`src/rtl/mips_multicycle_control.sv`:
```
// mips_multicycle_control: Moore FSM sequencing the multicycle MIPS datapath strobes
module mips_multicycle_control #(
    parameter int CNT_BITS = 32
) (
    input  logic                clk,
    input  logic                reset,
    input  logic [5:0]          Op,
    input  logic [5:0]          Funct,
    input  logic                Zero,
    output logic                IorD,
    output logic                MemWrite,
    output logic                IRWrite,
    output logic                RegDst,
    output logic                MemtoReg,
    output logic                RegWrite,
    output logic                ALUSrcA,
    output logic [1:0]          ALUSrcB,
    output logic [2:0]          ALUControl,
    output logic [1:0]          PCSrc,
    output logic                Branch,
    output logic                PCEn,
    output logic [3:0]          state,
    output logic                illegal,
    output logic [CNT_BITS-1:0] instr_count
);
    typedef enum logic [3:0] {
        FETCH, DECODE, MEMADR, MEMREAD, MEMWB, MEMWRITE,
        EXECUTE, ALUWB, BRANCH, ADDIEX, ADDIWB, JUMP
    } state_t;

    typedef struct packed {
        logic       iord;
        logic       mem_write;
        logic       ir_write;
        logic       reg_dst;
        logic       mem_to_reg;
        logic       reg_write;
        logic       alu_src_a;
        logic [1:0] alu_src_b;
        logic [2:0] alu_control;
        logic [1:0] pc_src;
        logic       branch;
        logic       pc_write;
    } ctrl_t;

    state_t cur, nxt;
    ctrl_t  ctrl;
    logic   funct_ok, bad, retire;

    function automatic logic [2:0] alu_of(input logic [5:0] f);
        return f == 6'b100000 ? 3'b010 :
               f == 6'b100010 ? 3'b110 :
               f == 6'b100100 ? 3'b000 :
               f == 6'b100101 ? 3'b001 :
               f == 6'b101010 ? 3'b111 : 3'b010;
    endfunction

    // Strobes are computed for the state being entered so they register alongside it
    function automatic ctrl_t ctrl_of(input state_t s, input logic [5:0] f);
        ctrl_t c;
        c = '0;
        c.alu_control = 3'b010;
        case (s)
            FETCH:    begin c.ir_write = 1'b1; c.pc_write = 1'b1; c.alu_src_b = 2'b01; end
            DECODE:   c.alu_src_b = 2'b11;
            MEMADR,
            ADDIEX:   begin c.alu_src_a = 1'b1; c.alu_src_b = 2'b10; end
            MEMREAD:  c.iord = 1'b1;
            MEMWB:    begin c.mem_to_reg = 1'b1; c.reg_write = 1'b1; end
            MEMWRITE: begin c.iord = 1'b1; c.mem_write = 1'b1; end
            EXECUTE:  begin c.alu_src_a = 1'b1; c.alu_control = alu_of(f); end
            ALUWB:    begin c.reg_dst = 1'b1; c.reg_write = 1'b1; end
            BRANCH:   begin c.alu_src_a = 1'b1; c.alu_control = 3'b110; c.pc_src = 2'b01; c.branch = 1'b1; end
            ADDIWB:   c.reg_write = 1'b1;
            JUMP:     begin c.pc_src = 2'b10; c.pc_write = 1'b1; end
            default:  c = ctrl;
        endcase
        return c;
    endfunction

    assign funct_ok = Funct inside {6'b100000, 6'b100010, 6'b100100, 6'b100101, 6'b101010};

    // Next-state decode; unused encodings fall back to FETCH
    always_comb begin
        nxt = FETCH;
        case (cur)
            FETCH:   nxt = DECODE;
            DECODE:  nxt = (Op == 6'b100011 || Op == 6'b101011) ? MEMADR :
                           Op == 6'b000000 ? EXECUTE :
                           Op == 6'b000100 ? BRANCH :
                           Op == 6'b001000 ? ADDIEX :
                           Op == 6'b000010 ? JUMP : FETCH;
            MEMADR:  nxt = Op == 6'b100011 ? MEMREAD : MEMWRITE;
            MEMREAD: nxt = MEMWB;
            EXECUTE: nxt = ALUWB;
            ADDIEX:  nxt = ADDIWB;
            default: nxt = FETCH;
        endcase
    end

    assign bad    = (cur == DECODE && nxt == FETCH) || (cur == EXECUTE && !funct_ok);
    assign retire = cur inside {MEMWB, MEMWRITE, ALUWB, BRANCH, ADDIWB, JUMP};

    // State, registered strobes, sticky illegal flag and retired-instruction counter
    always_ff @(posedge clk) begin
        if (reset) begin
            cur         <= FETCH;
            ctrl        <= ctrl_of(FETCH, Funct);
            illegal     <= 1'b0;
            instr_count <= '0;
        end else begin
            cur         <= nxt;
            ctrl        <= ctrl_of(nxt, Funct);
            illegal     <= illegal | bad;
            instr_count <= instr_count + {{(CNT_BITS-1){1'b0}}, retire};
        end
    end

    assign IorD       = ctrl.iord;
    assign MemWrite   = ctrl.mem_write;
    assign IRWrite    = ctrl.ir_write;
    assign RegDst     = ctrl.reg_dst;
    assign MemtoReg   = ctrl.mem_to_reg;
    assign RegWrite   = ctrl.reg_write;
    assign ALUSrcA    = ctrl.alu_src_a;
    assign ALUSrcB    = ctrl.alu_src_b;
    assign ALUControl = ctrl.alu_control;
    assign PCSrc      = ctrl.pc_src;
    assign Branch     = ctrl.branch;
    assign PCEn       = ctrl.pc_write | (ctrl.branch & Zero);
    assign state      = cur;
endmodule
```
`config.mk`:
```
export PLATFORM = sky130hd
export DESIGN_NAME = mips_multicycle_control
export DESIGN_NICKNAME = d
export VERILOG_FILES = /design/src/rtl/mips_multicycle_control.sv
export SDC_FILE = /design/constraint.sdc
export NUM_CORES = 1
export LEC_CHECK = 0
export BUFFER_PORTS_ARGS = -buffer_cell sky130_fd_sc_hd__buf_4
export CORE_MARGIN = 3
export CORE_UTILIZATION = 50
export DETAILED_ROUTE_END_ITERATION = 12
export GPL_ROUTABILITY_DRIVEN = 0
export GPL_TIMING_DRIVEN = 0
export PLACE_DENSITY = 0.8
export REMOVE_ABC_BUFFERS = 1
export SLEW_MARGIN = 20
export SYNTH_ARGS = -nofsm -noshare
export SYNTH_HDL_FRONTEND = slang
export SYNTH_SLANG_ARGS = --single-unit
```
`constraint.sdc`:
```
create_clock -name clk -period 4.3 [get_ports clk]
set_input_delay 0.215 -clock clk [delete_from_list [all_inputs] [get_ports clk]]
set_output_delay 0.215 -clock clk [all_outputs]
set_load 0.005 [all_outputs]
```
==> results by group, run 1 <==
Worst setup path
  • Crit Path Category: flip-flop to flip-flop
  • Most common cell on crit path: ha_1
  • Worst path required time: approximately 4.5 ns
  • CP max FO: 14
  • Setup slack, reg-to-reg: 1.50 ns
  • RR Startpoint: state[0]
  • Critical path launch point type: flip-flop
  • Slowest-stage cell, CP: dfxtp_1
  • R2R depth: 10
  • CP peak stage delay: between 0.6 and 0.7 ns
  • Critical path capture point type: flip-flop
  • WP data arrival: 2.98 ns
  • CP Cell Sequence: nand2b_1 -> inv_1 -> o22ai_1 -> ha_1 -> ha_1 -> nand2_1 -> nor3_1 -> nand4_1 -> xor2_1 -> nor2_1
  • Worst r2r dst: instr_count[14]

Clocking
  • CTS buffer count: 5
  • Setup repair bufs after CTS: 0
  • TritonCTS clock tree: built
  • H-tree depth: 2
  • Sink Count: 53
  • Max clock buf depth: 2
  • Hold_buf cts: 0
  • CTS resizes: 0
  • CTS root buffer: clkbuf_8
  • Skew-Pair Late Insertion Delay: about 0.30 ns
  • Clk slew on worst S/H paths: 0.09 ns

STA
  • Final Hold Vio Count: 0
  • Fin crit period: 2.800 ns
  • Max-slew headroom: 0.5071
  • RSZ-0062 raised after global routing: false
  • Final setup vio count: 0
  • Setup TNS: 0 ns
  • Maximum clock rate: approximately 360 MHz
  • Final Max Slew Viols: 0
  • Worst-Margin Slew: roughly 0.73 ns
  • Setup Skew: between 0.004 and 0.005 ns
  • Fin crit share: 0.6511

Synthesis
  • Largest cells by area after synthesis: dfxtp_1 (43%), xor2_1 (7.2%), nor2_1 (6.6%), nand3_1 (3.3%), nand2_1 (3.1%)
  • Post-synth top area share: 0.4344
  • Async S/R FF share, synth: 0
  • Avg Synthesized Cell Area: approximately 8.7 um2
  • Most frequent cell after synthesis: dfxtp_1
  • Number of enable flip-flop cells after synthesis: 0
  • Synth Flop Type: dfxtp_1
  • Mapped Cells: 280
  • Synth top cells by count: dfxtp_1 (53), nor2_1 (43), nand2_1 (20), xor2_1 (20), nand3_1 (16)
  • Mapped Area: about 2400 um2
  • Yosys warns: 0
  • Seq/Total Area, Yosys: 0.4344
  • Yosys reg bits: between 50 and 60
  • Cell variety after synth: 48
  • Area leader, netlist: dfxtp_1

Global routing
  • Met1 Usage GRT: 0.2195
  • Antenna violations before repair: 0
  • Overall Global Routing Usage: 0.1797
  • Global-route wire length before repair: roughly 8 mm
  • Pin count of the biggest net entering global routing: 49
  • Grt met2 use: 0.3089
  • Top Usage Layer GRT: met2
  • GR Overflow Total: 0
  • GRT met3 Usage: 0.04222
  • Vias in the first global route: 1871

Worst hold path
  • Worst Hold Launch: Funct[3]
  • Worst Hold End: ALUControl[1]
  • Hold Crit Class: input port to flip-flop
  • Hold Path Cell Cnt: 3

Floorplan
  • Die area: roughly 5800 um2
  • Die Height: approximately 76 um
  • Initial core utilization: 0.5386
  • Die X: roughly 76 um
  • Core Region: 4534 um2
  • Row count: 24
  • Top-level I/O count: 68

Layout
  • Fill count: about 390
  • Final #Nets: roughly 360
  • Layout area overhead: 25.00%
  • ANT cells: 0
  • Finished Core Util: 0.6733
  • Layout cells sized above 1: 0.2448

Drt
  • Final wirelength: 5.111 mm
  • WL/cell: roughly 13 um
  • Vias per cell: 5.248
  • DRT antenna net count: 0
  • TritonRoute pass-1 iters: 4
  • Number of remaining DRC errors: 0
  • Via count: 2120
  • DRT iter0 DRCs: 124

Run status
  • Status: complete, no violations

Pwr
  • Max IR drop VDD: 0.1659 mV
  • PwrDens: roughly 290 nW/um2
  • Leakage: between 1 and 1.5 nW

Flow run
  • Maxcap violations: 0

Placed design
  • IO buf count: 67
  • HPWL Detailed: approximately 3.8 mm
## worst max-delay path by stage
| stage | from | slack (ns) | end |
|---|---|---|---|
| 2_1_floorplan | state[0] | 2.04 | instr_count[14] |
| 3_3_place_gp | state[0] | 1.51 | instr_count[14] |
| 3_5_place_dp | state[0] | 1.52 | instr_count[14] |
| 4_1_cts | state[0] | 1.50 | instr_count[14] |
| 5_1_grt | state[0] | 1.14 | instr_count[10] |
| 6_report | state[0] | 1.50 | instr_count[14] |
## state kept, by name (all words and copies together), names as in the netlist, 2 cells and up
register	flops
PCSrc	2
state	4
instr_count	32
ALUSrcB	2
ALUControl	3
## metrics by stage
step / instance area (um2) / power, mW / setup slack [ns] / instances / hold slack [ns]
after CTS: 3053 / 0.9118 / 1.504 / 404 / 0.1650
after detailed placement: 2940 / 0.5748 / 1.516 / 396 / 0.4955
final: 3053 / 0.8985 / 1.500 / 404 / 0.1826
after floorplan: 2356 / 0.5384 / 2.037 / 264 / 0.2841
after global routing: 3053 / 0.9407 / 1.143 / 404 / 0.1754
after global placement: 2940 / 0.5736 / 1.509 / 396 / 0.4688
## final cells by class
cell class,instances,area (um2),share of cell area
Clock buffer,5,68.82,0.02254
Timing Repair Buffer,67,503.0,0.1648
Sequential cell,53,1061,0.3475
Tap cell,65,81.33,0.02664
Multi-Input combinational cell,202,1261,0.4131
Clock inverter,3,43.79,0.01434
Inverter,9,33.78,0.01107
## kinds of logic (layout without fill, tap and decap cells)
kind of cell    Yosys count  count (layout)  synth area share
buf+inv                  25              84           0.04918
simple gates            136             136            0.3023
mux                       1               1          0.004099
xor+xnor                 28              28            0.1004
compound gates           35              35           0.09939
flops                    53              53            0.4344
fa+ha+maj                 2               2           0.01024
## layout by cell type (no fill, tap or decap), types with 2 or more instances in the layout
| cell type | n |
|---|---|
| and4_1 | 2 |
| o21ai_0 | 6 |
| xor2_1 | 20 |
| buf_4 | 67 |
| inv_1 | 7 |
| and3_1 | 4 |
| a221o_1 | 2 |
| clkbuf_8 | 5 |
| nand4_1 | 6 |
| a21o_1 | 3 |
| nor3_2 | 3 |
| xnor2_1 | 8 |
| nand2b_1 | 10 |
| nor3_1 | 8 |
| a21oi_1 | 9 |
| nor4_1 | 3 |
| ha_1 | 2 |
| o2111ai_1 | 2 |
| dfxtp_1 | 53 |
| nand3_1 | 16 |
| or3_1 | 5 |
| clkinv_1 | 2 |
| nor2_1 | 43 |
| o22ai_1 | 2 |
| nor4_4 | 2 |
| nand2_1 | 20 |
| nor2b_1 | 5 |
## metal layers
| metal | vias up | part of all wire |
|---|---|---|
| li1 | 1075 | - |
| met1 | 987 | 0.44 |
| met2 | 54 | 0.50 |
| met3 | 4 | 0.050 |
| met4 | 0 | 0.0088 |
| met5 | - | 0 |
## report_power, final
group	total [mW]	internal, mW	switching, mW
combinational	0.0601	0.0296	0.0305
clock	0.335	0.175	0.161
sequential	0.503	0.497	0.00571
total	0.898	0.701	0.197
## worst max-delay path: cells and delay by family, from the launching register on
family / cells / cell delay, ns
and+or+nand+nor: 5 / 1.21
DFF: 1 / 0.62
adders and majority gates: 2 / 0.46
AOI/OAI and AO/OA: 1 / 0.17
xor gates and xnor gates: 1 / 0.15
buffers and inverters: 1 / 0.06
Power figures use the tool's default switching activity.
==> run 2: changes to the inputs <==
clock period = 2.7 ns   (was 4.3 ns; I/O delays follow)
==> results by group, run 2 (synthesized netlist as in run 1, its figures left out) <==
Run status
  • Status: complete, no violations

Drt
  • DRT antenna net count: 0 (unchanged)
  • Vias per cell: 5.244 (about the same)
  • DRT iter0 DRCs: 117 (-5.6%)
  • Final wirelength: 5.162 mm (+1.0%)
  • TritonRoute pass-1 iters: 4 (unchanged)
  • WL/cell: 12.75 um (+0.75%)
  • Via count: 2124 (+0.19%)
  • Number of remaining DRC errors: 0 (unchanged)

Global routing
  • Pin count of the biggest net entering global routing: 49 (unchanged)
  • Antenna violations before repair: 0 (unchanged)
  • GR Overflow Total: 0 (unchanged)
  • Overall Global Routing Usage: 0.1795 (-0.0002723)
  • Global-route wire length before repair: 8.066 mm (-0.25%)
  • Vias in the first global route: 1877 (+0.32%)

Floorplan
  • Row count: 24 (unchanged)
  • Top-level I/O count: 68 (unchanged)
  • Initial core utilization: 0.5386 (unchanged)
  • Die area: 5759 um2 (unchanged)
  • Die X: 75.89 um (unchanged)
  • Die Height: 75.89 um (unchanged)
  • Core Region: 4534 um2 (unchanged)

Layout
  • Most frequent cells in the layout: buf_4 (68), dfxtp_1 (51), nor2_1 (43)
  • Fill count: 390 (-0.76%)
  • Layout cells sized above 1: 0.2588 (+0.01399)
  • Max FFs per register: 32 (unchanged)
  • Register Area: 1064 um2 (+0.24%)
  • Finished Core Util: 0.6772 (+0.003863)
  • Commonest non-fill, non-tap cell in the layout: buf_4
  • ANT cells: 0 (unchanged)
  • Largest Register: instr_count
  • Final Non-Filler Cells: 405 (+0.25%)
  • Layout area overhead: 25.72%
  • Final #Nets: 356 (+0.28%)
  • Area of the multi-input gates: 1269 um2 (+0.60%)
  • Layout Cell Area excl Fill: 3070 um2 (+0.57%)

STA
  • Maximum clock rate: 406.4 MHz (+14%)
  • Worst hold slack: 0.09687 ns (-0.08576 ns)
  • Fin crit period: 2.461 ns (-0.3392 ns)
  • Max-slew headroom: 0.5092 (+0.002161)
  • Setup WS post-layout: 0.2393 ns (-1.261 ns)
  • Final Hold Vio Count: 0 (unchanged)
  • Final Max Slew Viols: 0 (unchanged)
  • Fin crit share: 0.9114 (+0.2602)
  • Worst-Margin Slew: 0.7247 ns (-0.003190 ns)
  • Setup Skew: 0.004891 ns (+0.0003961 ns)
  • Final setup vio count: 0 (unchanged)
  • RSZ-0062 raised after global routing: false
  • Setup TNS: 0 ns (unchanged)

Worst setup path
  • CP max FO: 14 (unchanged)
  • R2R depth: 11 (+1)
  • RR Startpoint: state[0]
  • Critical path capture point type: flip-flop
  • Setup slack, reg-to-reg: 0.24 ns (-1.26 ns)
  • Critical path launch point type: flip-flop
  • Crit Path Category: flip-flop to flip-flop
  • Worst path required time: 2.88 ns (-1.60 ns)
  • WP data arrival: 2.65 ns (-0.33 ns)
  • Worst r2r dst: instr_count[22]
  • CP endpoint: instr_count[22]
  • Crit. Startpoint: state[0]

Clocking
  • Clk slew on worst S/H paths: 0.10 ns (about the same)
  • CTS buffer count: 5 (unchanged)
  • CTS root buffer: clkbuf_8
  • Skew-Pair Late Insertion Delay: 0.30 ns (about the same)
  • Max clock buf depth: 2 (unchanged)
  • TritonCTS clock tree: built
  • Sink Count: 53 (unchanged)
  • H-tree depth: 2 (unchanged)
  • Hold_buf cts: 0 (unchanged)

Placed design
  • HPWL Detailed: 3.762 mm (unchanged)
  • Post-DP Area: 2940 um2 (unchanged)
  • Placed insts: 396 (unchanged)
  • Pre-CTS setup slack: -0.08390 ns (-1.600 ns)
  • IO buf count: 67 (unchanged)

Pwr
  • Leakage: 1.310 nW (+0.52%)
  • Cell internal pwr: 1.118 mW (+59%)
  • Sequential Power Share: 0.559 (about the same)
  • Net Sw Power: 0.3166 mW (+61%)
  • Sw Ratio: 0.2208 (+0.001385)
  • PwrDens: 467.1 nW/um2 (+59%)
  • Combinational share of power: 0.067 (about the same)
  • Total power: 1.434 mW (+60%)
  • Clk pwr share: 0.374 (about the same)
  • Max IR drop VDD: 0.2642 mV (+59%)

Flow run
  • Maxcap violations: 0 (unchanged)

Worst hold path
  • Hold Crit Class: input port to flip-flop
==> run 2: cell types whose count changed in the layout (fill, tap and decap cells not counted) <==
cell,before,now
nand2b_2,0,1
nand2b_1,10,9
dfxtp_2,0,2
buf_4,67,68
nor3_2,3,4
dfxtp_1,53,51
nor3_1,8,7
==> run 2: routing by layer <==
metal | track usage | routed length [um] | vias up
met5 | 0 | 0 | -
met4 | 0.06019 | 46 | 0
met3 | 0.04222 | 296 | 4
met2 | 0.3099 | 2515 | 58
met1 | 0.2179 | 2304 | 984
li1 | - | - | 1078
==> run 2: worst max-delay path, stage by stage (launching register included) <==
cell and delay (ns):
dfxtp_2 0.49, nand2b_2 0.24, inv_1 0.05, o22ai_1 0.17, ha_1 0.22, ha_1 0.24, nand2_1 0.17, nor4_4 0.28
buf_4 0.18, nand4_1 0.11, xor2_1 0.15, nor2_1 0.05
==> run 2: how the worst min path moves through the flow <==
stage	startpoint	end	depth (start not counted)
after floorplan	reset	instr_count[11]	1
after global placement	Funct[1]	ALUControl[1]	3
after detailed placement	Funct[3]	ALUControl[1]	3
after CTS	Funct[3]	ALUControl[1]	3
after global routing	Funct[3]	ALUControl[1]	3
final	Funct[3]	ALUControl[1]	3
==> run 2: repair_timing <==
action,CTS,global route
pin swaps,0,1
endpoints found under the setup margin,8,11
gates cloned,0,0
buffers inserted,0,1
resized for setup,2,2
==> run 2: layout make-up <==
type | count | share of cell area
inverter | 9 | 0.01100
clock inverter | 3 | 0.01426
tap | 65 | 0.02649
timing repair buffer | 68 | 0.1663
clock buffer | 5 | 0.02241
sequential | 53 | 0.3464
multi-input combinational | 202 | 0.4132
==> run 2: power by group through the flow <==
stage,registers (mW),clock network [mW],logic (mW)
detailed placement,0.819,0,0.0964
global placement,0.819,0,0.0945
finish,0.801,0.537,0.0959
global route,0.803,0.590,0.106
floorplan,0.818,0,0.0392
CTS,0.801,0.554,0.0968
